$ cat config.mk
export PLATFORM = sky130hd
export DESIGN_NAME = anc_coef_ram_sched
export DESIGN_NICKNAME = d
export VERILOG_FILES = /design/src/rtl/anc_pkg.sv /design/src/rtl/anc_tap_addr_gen.sv /design/src/rtl/anc_coef_ram_sched.sv
export SDC_FILE = /design/constraint.sdc
export NUM_CORES = 1
export LEC_CHECK = 0
export CORE_UTILIZATION = 60
export DETAILED_ROUTE_END_ITERATION = 6
export DONT_BUFFER_PORTS = 1
export HOLD_SLACK_MARGIN = 0.08
export MAX_ROUTING_LAYER = met4
export PLACE_DENSITY = 0.76
export REMOVE_ABC_BUFFERS = 1
export SKIP_CTS_REPAIR_TIMING = 1
export SYNTH_ARGS = -nofsm -noshare
export SYNTH_HDL_FRONTEND = slang
export SYNTH_HIERARCHICAL = 1
export SYNTH_SLANG_ARGS = --single-unit
$ cat constraint.sdc
create_clock -name Clk_100M -period 2.6 [get_ports Clk_100M]
set_input_delay 0.52 -clock Clk_100M [delete_from_list [all_inputs] [get_ports Clk_100M]]
set_output_delay 0.52 -clock Clk_100M [all_outputs]
set_load 0.02 [all_outputs]
$ cat src/rtl/anc_pkg.sv
// Shared constants, FSM state type and window helper for the ANC coefficient RAM scheduler.
package anc_pkg;

    localparam int ANC_ADDR_W = 8;
    localparam int ANC_DATA_W = 11;
    localparam int ANC_N_TAPS = 12;
    localparam int ANC_BASE0  = 52;
    localparam int ANC_BASE1  = 116;

    typedef enum logic [1:0] {
        IDLE,
        READ,
        DRAIN,
        WRITE
    } state_t;

    // True when addr falls inside the tap window starting at base.
    function automatic logic in_window(input int addr, input int base, input int n_taps);
        return (addr >= base) && (addr < base + n_taps);
    endfunction

endpackage

$ cat src/rtl/anc_tap_addr_gen.sv
// Tap counter and read-address generator; delays valid/idx/last by one cycle so they line up
// with the registered RAM read data.
module anc_tap_addr_gen #(
    parameter int ADDR_W = 8,
    parameter int N_TAPS = 12
) (
    input  logic              clk,
    input  logic              rst_n,
    input  logic              issue,
    input  logic              clear,
    input  logic [ADDR_W-1:0] base,
    output logic [ADDR_W-1:0] tap_addr,
    output logic              issue_last,
    output logic              coef_valid,
    output logic [3:0]        coef_idx,
    output logic              coef_last
);

    localparam logic [3:0] K_LAST = 4'(N_TAPS - 1);

    logic [3:0] k;
    logic [3:0] iss_idx;
    logic       iss_v;

    // Taps are streamed from the top of the window downwards.
    assign tap_addr = base + ADDR_W'(N_TAPS - 1) - ADDR_W'(k);

    always_ff @(posedge clk or negedge rst_n) begin
        if (!rst_n) begin
            k          <= '0;
            iss_v      <= 1'b0;
            iss_idx    <= '0;
            issue_last <= 1'b0;
            coef_valid <= 1'b0;
            coef_idx   <= '0;
            coef_last  <= 1'b0;
        end else begin
            if (issue)      k <= k + 4'd1;
            else if (clear) k <= '0;

            iss_v      <= issue;
            iss_idx    <= k;
            issue_last <= issue && (k == K_LAST);

            coef_valid <= iss_v;
            coef_idx   <= iss_idx;
            coef_last  <= issue_last;
        end
    end

endmodule

$ cat src/rtl/anc_coef_ram_sched.sv
// Single-port coefficient RAM arbiter: per-sample tap read passes for the MAC, loader writes
// into the shadow bank, and bank swaps deferred to pass boundaries.
module anc_coef_ram_sched
    import anc_pkg::*;
#(
    parameter int ADDR_W = ANC_ADDR_W,
    parameter int DATA_W = ANC_DATA_W,
    parameter int N_TAPS = ANC_N_TAPS,
    parameter int BASE0  = ANC_BASE0,
    parameter int BASE1  = ANC_BASE1
) (
    input  logic              Clk_100M,
    input  logic              Reset_n,
    input  logic              sample_valid,
    input  logic              ld_req,
    input  logic [ADDR_W-1:0] ld_addr,
    input  logic [DATA_W-1:0] ld_data,
    output logic              ld_ack,
    output logic              ld_err,
    input  logic              swap_req,
    input  logic              overrun_clr,
    output logic              ram_en,
    output logic              ram_we,
    output logic [ADDR_W-1:0] ram_addr,
    output logic [DATA_W-1:0] ram_din,
    input  logic [DATA_W-1:0] ram_dout,
    output logic              coef_valid,
    output logic [DATA_W-1:0] coef_data,
    output logic [3:0]        coef_idx,
    output logic              coef_last,
    output logic              active_bank,
    output logic              busy,
    output logic              overrun
);

    localparam bit WINDOWS_FIT = (N_TAPS >= 1) && (N_TAPS <= 16) &&
                                 (BASE0 + N_TAPS <= 2 ** ADDR_W) &&
                                 (BASE1 + N_TAPS <= 2 ** ADDR_W);

    state_t            state;
    logic              sample_q;
    logic              swap_pending;
    logic              pass_busy;
    logic              swap_now;
    logic              issue;
    logic              issue_last;
    logic              ld_hit;
    logic [ADDR_W-1:0] bank_base;
    logic [ADDR_W-1:0] tap_addr;

    // sample_q marks the start cycle: a sample is accepted but the pass has not begun yet.
    assign pass_busy = (state == READ) || (state == DRAIN) || sample_q;
    assign bank_base = active_bank ? ADDR_W'(BASE1) : ADDR_W'(BASE0);
    assign ld_hit    = in_window(int'(ld_addr), active_bank ? BASE1 : BASE0, N_TAPS);
    assign swap_now  = (state == IDLE) && !sample_q && !sample_valid && (swap_pending || swap_req);
    assign issue     = ((state == IDLE) && sample_q) || ((state == READ) && !issue_last);
    assign coef_data = ram_dout;

    anc_tap_addr_gen #(
        .ADDR_W (ADDR_W),
        .N_TAPS (N_TAPS)
    ) u_tap_gen (
        .clk        (Clk_100M),
        .rst_n      (Reset_n),
        .issue      (issue),
        .clear      (state != READ),
        .base       (bank_base),
        .tap_addr   (tap_addr),
        .issue_last (issue_last),
        .coef_valid (coef_valid),
        .coef_idx   (coef_idx),
        .coef_last  (coef_last)
    );

    always_ff @(posedge Clk_100M or negedge Reset_n) begin
        if (!Reset_n) begin
            state        <= IDLE;
            sample_q     <= 1'b0;
            swap_pending <= 1'b0;
            active_bank  <= 1'b0;
            busy         <= 1'b0;
            overrun      <= 1'b0;
            ld_ack       <= 1'b0;
            ld_err       <= 1'b0;
            ram_en       <= 1'b0;
            ram_we       <= 1'b0;
            ram_addr     <= '0;
            ram_din      <= '0;
        end else begin
            // NOTE: strobes default low each cycle so every branch below only states when they fire.
            ram_en   <= 1'b0;
            ram_we   <= 1'b0;
            ld_ack   <= 1'b0;
            ld_err   <= 1'b0;
            sample_q <= sample_valid && !pass_busy;

            if (sample_valid && pass_busy) overrun <= 1'b1;
            else if (overrun_clr)          overrun <= 1'b0;

            if (swap_now) begin
                active_bank  <= !active_bank;
                swap_pending <= 1'b0;
            end else if (swap_req) begin
                swap_pending <= 1'b1;
            end

            unique case (state)
                IDLE: begin
                    if (sample_q) begin
                        state    <= READ;
                        busy     <= 1'b1;
                        ram_en   <= 1'b1;
                        ram_addr <= tap_addr;
                    end else if (ld_req && !sample_valid && !swap_now) begin
                        // A write into the live window is acknowledged but never reaches the RAM.
                        state    <= WRITE;
                        ld_ack   <= 1'b1;
                        ld_err   <= ld_hit;
                        ram_en   <= !ld_hit;
                        ram_we   <= !ld_hit;
                        ram_addr <= ld_addr;
                        ram_din  <= ld_data;
                    end
                end
                READ: begin
                    if (issue_last) begin
                        state <= DRAIN;
                    end else begin
                        ram_en   <= 1'b1;
                        ram_addr <= tap_addr;
                    end
                end
                DRAIN: begin
                    state <= IDLE;
                    busy  <= 1'b0;
                end
                WRITE: state <= IDLE;
                default: state <= IDLE;
            endcase
        end
    end

    window_fit_a: assert property (@(posedge Clk_100M) WINDOWS_FIT)
        else $error("tap window does not fit in the RAM address space");

endmodule

== After elaboration in Yosys (flattened, before gate mapping) ==
Cells that the tools add are included.

* Register bits after elaboration: 46
* Latch bits: 0
* Memory bits (writable): 0
* Memory bits (read-only): 0
* Input port bits: 36
* Output and inout port bits: 43
* Logic and storage cells: 98
* Memories: 0

* Add/subtract/negate cells: 4
* Multipliers: 0
* Divide/modulo/power cells: 0
* Magnitude comparators: 2
* Equal/unequal tests: 9
* Shift operators: 0
* Muxes and demuxes: 30
* Bitwise operators: 1
* Reduce and logical (&&, ||, !) cells: 33

{| class="wikitable"
|+ Operators with widths
! operator !! number
|-
| two-way mux 8 bit || 3
|-
| adder 7 x 4 -> 8 bit, second input constant || 2
|-
| two-way mux 1 bit || 16
|-
| one-hot mux 8 bit (2 select lines) || 1
|-
| two-way mux 7 bit || 2
|-
| logical AND 1 bit || 11
|-
| nonzero test 2 bit || 5
|-
| >= comparator 8 x 7 -> 1 bit || 1
|-
| less-than comparator 8 bit || 1
|-
| two-way mux 4 bit || 2
|-
| subtractor 8 x 4 -> 8 bit || 1
|-
| logical NOT 1 bit || 7
|-
| two-way mux 2 bit || 3
|-
| one-hot mux 2 bit (3 select lines) || 1
|-
| AND reduction 3 bit || 2
|-
| adder 4 x 1 -> 4 bit, second input constant || 1
|-
| equality test 2 bit, second input constant || 2
|-
| equality test 4 bit, second input constant || 1
|-
| logical OR 1 bit || 4
|-
| != test 2 x 1 -> 1 bit, second input constant || 2
|-
| != test 2 bit, second input constant || 2
|-
| one-hot mux 1 bit (2 select lines) || 2
|-
| AND reduction 2 bit || 2
|-
| != test 3 x 2 -> 1 bit, second input constant || 1
|-
| other kinds (4) || 4
|}

== Depth between registers and ports, before layout ==
* Depth after elaboration: 9
* Mapped depth: 11

== Modules after synthesis ==
Netlist, hierarchy kept.

{| class="wikitable"
|+ By module, submodules not included
! module !! times used !! cells each !! area an instance (µm²) !! seq. area each (µm²)
|-
| anc_coef_ram_sched || 1 || 121 || 1,516.5 || 750.7
|-
| anc_tap_addr_gen || 1 || 79 || 855.8 || 400.4
|}

== Worst setup path after synthesis ==
No wires, ideal clock.

* Path type: register to register
* Start: register u_tap_gen.k[3]
* End: register ram_addr[6]
* Arrival time: 1.892 ns
* Data required time: 2.475 ns
* Setup slack: 0.583 ns
* Cell stages (with the launch flop): 10
* Buffers on the path: 0
* Period minus slack after synthesis: 2.017 ns
* Cell sequence: dfrtp_1 ha_1 inv_1 ha_1 a211oi_2 o21bai_1 a21oi_2 xnor2_1 mux2_2 mux2_2

* Word-level cells in the longest chain between the ends: 3
* Elaborated cells on any way between the ends: 4

{| class="wikitable"
|+ RTL lines
! element !! RTL line !! RTL
|-
| start, declared || anc_tap_addr_gen.sv:21 || <nowiki>logic [3:0] k;</nowiki>
|-
| start signal, assigned || anc_tap_addr_gen.sv:38 || <nowiki>if (issue) k <= k + 4'd1;</nowiki>
|-
| subtractor 8 x 4 -> 8 bit (*) || anc_tap_addr_gen.sv:26 || <nowiki>assign tap_addr = base + ADDR_W'(N_TAPS - 1) - ADDR_W'(k);</nowiki>
|-
| named net tap_addr[6] || anc_coef_ram_sched.sv:49 || <nowiki>logic [ADDR_W-1:0] tap_addr;</nowiki>
|-
| two-way mux 8 bit, on equally long branches || anc_coef_ram_sched.sv:126, anc_coef_ram_sched.sv:109 ||
|-
| one-hot mux 8 bit (2 select lines) (*) || anc_coef_ram_sched.sv:107 || <nowiki>unique case (state)</nowiki>
|-
| end signal, assigned || anc_coef_ram_sched.sv:113 || <nowiki>ram_addr <= tap_addr;</nowiki>
|-
| end signal, assigned || anc_coef_ram_sched.sv:121 || <nowiki>ram_addr <= ld_addr;</nowiki>
|-
| end signal, assigned || anc_coef_ram_sched.sv:130 || <nowiki>ram_addr <= tap_addr;</nowiki>
|-
| end, declared || anc_coef_ram_sched.sv:24 || <nowiki>output logic [ADDR_W-1:0] ram_addr,</nowiki>
|}

Mark *: on every way through the listed nets, which the timed path passes. The rest lies on a longest branch. The select of a mux whose other input is x is not followed.
A chain may end at the register's enable or synchronous reset.

== Final worst setup path ==
* Start: register state[1]
* End: register ram_din[8]

* Word-level cells in the longest chain between the ends: 7

{| class="wikitable"
|+ RTL lines
! element !! RTL line !! RTL
|-
| start, declared || anc_coef_ram_sched.sv:40 || <nowiki>state_t state;</nowiki>
|-
| start signal, assigned || anc_coef_ram_sched.sv:77 || <nowiki>state <= IDLE;</nowiki>
|-
| start signal, assigned || anc_coef_ram_sched.sv:110 || <nowiki>state <= READ;</nowiki>
|-
| start signal, assigned || anc_coef_ram_sched.sv:116 || <nowiki>state <= WRITE;</nowiki>
|-
| logical NOT 2 bit (*) || anc_coef_ram_sched.sv:55, anc_coef_ram_sched.sv:107 ||
|-
| logical AND 1 bit (3 in a row) || anc_coef_ram_sched.sv:55 || <nowiki>assign swap_now = (state == IDLE) && !sample_q && !sample_valid && (swap_pending || swap_req);</nowiki>
|-
| logical NOT 1 bit || anc_coef_ram_sched.sv:114 || <nowiki>end else if (ld_req && !sample_valid && !swap_now) begin</nowiki>
|-
| logical AND 1 bit || anc_coef_ram_sched.sv:114 ||
|-
| AND reduction 3 bit (no source line) (*) || - ||
|-
| end signal, assigned || anc_coef_ram_sched.sv:122 || <nowiki>ram_din <= ld_data;</nowiki>
|-
| end, declared || anc_coef_ram_sched.sv:25 || <nowiki>output logic [DATA_W-1:0] ram_din,</nowiki>
|}

Every way passes the cells marked *; elsewhere a longest branch is shown, timed or not.

==> metrics <==
worst min-delay path class in -> reg; Max H-tree Level 2; DRT iter0 DRCs 89; number of synthesized register bits 46; Critical Path RT 2.79 ns; CP startpoint kind flop; final instance area 2496 µm²; effective utilization at floorplan 63.84%; met2 wire len between 2000 and 2500 µm; cell area after synthesis 2372 µm²; IO Pins 79; min setup slack post-route 0.3880 ns; Flop pwr share 47.9%; Die X-Extent 64.88 µm; P_int between 1.5 and 2 mW; Arr. time, crit path 2.40 ns; Ys Warns 6; initial antenna violation count 0; met3 wire len 348 µm; largest net degree at the start of global routing 47; WHS Path Cells 1; layout cell share with drive strength beyond 1 22.55%; final slew viol count 0; Die Ht ~65 µm; Max Cap Viol 0; LEAKAGE 1.207 nW; Hold Startpoint overrun_clr; Combinational Power Share 37.3%; Vias per Instance 5.667; PortBufs 0; Rows 22; Critical Setup Path Class reg -> reg; grt total ovfl 0; R2R setup slack roughly 0.39 ns; hpwl dp 3112 µm; count of final setup violators 0; worst vdd ir 0.0005484 V; area of the multi-input gates 1061 µm²; drt drc 0; vias in the first global route 1584; clock sink count 46; core box area roughly 3700 µm²; setup TNS 0 ns; Area Overhead vs Synth 5.221%; Root Driver clkbuf_8; Clock power frac about 15%; Netlist cell types 41; crit share post-route 85.08%; worst slew pin tran 0.5601 ns; fin nets roughly 260; DR top layer met4; Clock Skews between 0.01 and 0.015 ns; CTS tree yes; Reg2Reg Depth 5; DIE AREA around 4200 µm²; GRT Util Overall around 22%; drt total wl around 4100 µm; total CTS buffers 5; routed length per instance 16.32 µm; register area share after synthesis about half; pre-CTS setup slack 0.4240 ns; Worst slew margin between 60% and 70%; clk_lat worst skew about 0.30 ns; CP endpoint kind flop; CP max FO 14; first-pass GRT wire length around 6700 µm; placed instance area between 2000 and 2500 µm²; First-pass DRT Iterations 4; Final Hold Vio Count 0; CTS clk-pin slew, worst paths 0.09 ns; register area 1151 µm²; NetSw 1.238 mW; gpl congestion between 0.7 and 0.8; FILL cells 295; final worst path period need between 2 and 2.5 ns; Routed Antenna Nets 0; fmax 452.1 MHz; critical register-to-register path startpoint state[1]; Hold Path End overrun; Core Util, Final 67.17%; Met1 Wirelength around 1600 µm; via count 1428; PD cells 1205 nW/µm²; Avg Synthesized Cell Area 11.86 µm²; Fin Hold WS between 0.3 and 0.4 ns; sw frac 41.16%; status completed; Antenna diodes 0; clock buffer depth 2; Syn Inst Count 200; RSZ-0062 raised after global routing false; r2r endpoint ram_din[8]
[worst max-delay path: stages (launching register included)]
cell     delay [ns]
dfrtp_1        0.41
inv_1          0.11
ha_1           0.24
nor3b_1        0.36
and3_1         0.58
mux2_2         0.40
[registers in the layout, indices dropped and copies added (netlist names), 2 cells and up]
signal / count
ram_din: 11
ram_addr: 8
u_tap_gen/coef_idx: 4
u_tap_gen/iss_idx: 4
u_tap_gen/k: 4
state: 2
[cell type report]
type | count | share of cell area (%)
clock buffer | 5 | 2.757
clock inverter | 3 | 0.9524
inverter | 23 | 3.459
multi-input combinational | 124 | 42.51
sequential | 46 | 46.12
tap | 48 | 2.406
timing repair buffer | 3 | 1.805
[metrics by stage]
stage,power [mW],std cells
2_1_floorplan,2.297,193
3_3_place_gp,2.473,242
3_5_place_dp,2.560,242
4_1_cts,3.008,250
5_1_grt,3.211,252
6_report,3.007,252
[cell usage after synthesis]
cell       number  share of area (%)
o31ai_2         1               0.53
mux2_2         29                 14
nor2b_1         3               0.79
nor2b_4         1               0.58
and2_1          2               0.53
o21bai_1        2               0.63
a21o_1          1               0.32
buf_2           2               0.42
o22ai_1         1               0.26
fa_1            1               0.84
nor2_1          7                1.1
o21a_1          1               0.32
a22oi_4         1               0.90
xnor2_1         4                1.5
buf_4          12                3.8
o21ai_0         7                1.5
or2b_2          1               0.37
nand3b_1        1               0.32
a221oi_1        1               0.37
nand2b_1        2               0.53
ha_1           18                9.5
conb_1          2               0.32
or4b_4          1               0.58
a211oi_2        1               0.53
nor3_1          3               0.63
a21oi_1         4               0.84
mux2i_1         1               0.42
o31ai_1         1               0.32
o2bb2ai_1       1               0.37
a21boi_0        3               0.95
nor3b_1         1               0.32
a21oi_2         1               0.37
o211ai_1        1               0.32
nand3_1         1               0.21
nand2_1         7                1.1
dfrtp_1        46                 49
xor2_1          1               0.37
and3_1          1               0.26
a2bb2oi_1       1               0.37
o2111ai_1       2               0.74
inv_1          23                3.6
[power by group through the flow]
stage	Clock [mW]	Combinational (mW)	Sequential [mW]
2_1_floorplan	0	0.896	1.40
3_3_place_gp	0	1.03	1.45
3_5_place_dp	0	1.10	1.46
4_1_cts	0.455	1.11	1.45
5_1_grt	0.477	1.25	1.48
6_report	0.444	1.12	1.44
[cells by family after synthesis]
family                   synth area share (%)
AND/OR/NAND/NOR                         7.331
multiplexers                            14.19
other                                  0.3166
adder cells (fa/ha/maj)                 10.34
XOR/XNOR                                1.846
flip-flops                              48.52
AO/OA/AOI/OAI                           9.600
buffers and inverters                   7.859
[worst max path at each step]
stage,startpoint,end,slack (ns),cells past startpoint
6_report,state[1],ram_din[8],0.39,5
5_1_grt,state[1],ram_din[8],0.24,5
4_1_cts,u_tap_gen/k[3],ram_addr[6],0.41,9
3_5_place_dp,u_tap_gen/k[3],ram_addr[6],0.42,9
3_3_place_gp,u_tap_gen/k[3],ram_addr[6],0.46,9
2_1_floorplan,u_tap_gen/k[3],ram_addr[6],0.58,9
[placed cells by master (no fill, tap or decap), types with 2 or more instances in the layout]
cell type	instances
inv_1	23
a21boi_0	3
clkbuf_8	5
dfrtp_1	46
o21bai_1	2
mux2_2	29
conb_1	9
and2_1	2
nor2_1	7
nand2_1	7
o21ai_0	7
nand2b_1	2
clkinvlp_4	2
o2111ai_1	2
ha_1	18
xnor2_1	4
nor3_1	3
nor2b_1	3
a21oi_1	4
[metal layers]
metal	track usage (%)	up-vias
met5	-	-
met4	12.78	0
met2	35.55	69
li1	-	664
met1	23.40	683
met3	8.979	12
Power figures use the tool's default switching activity.
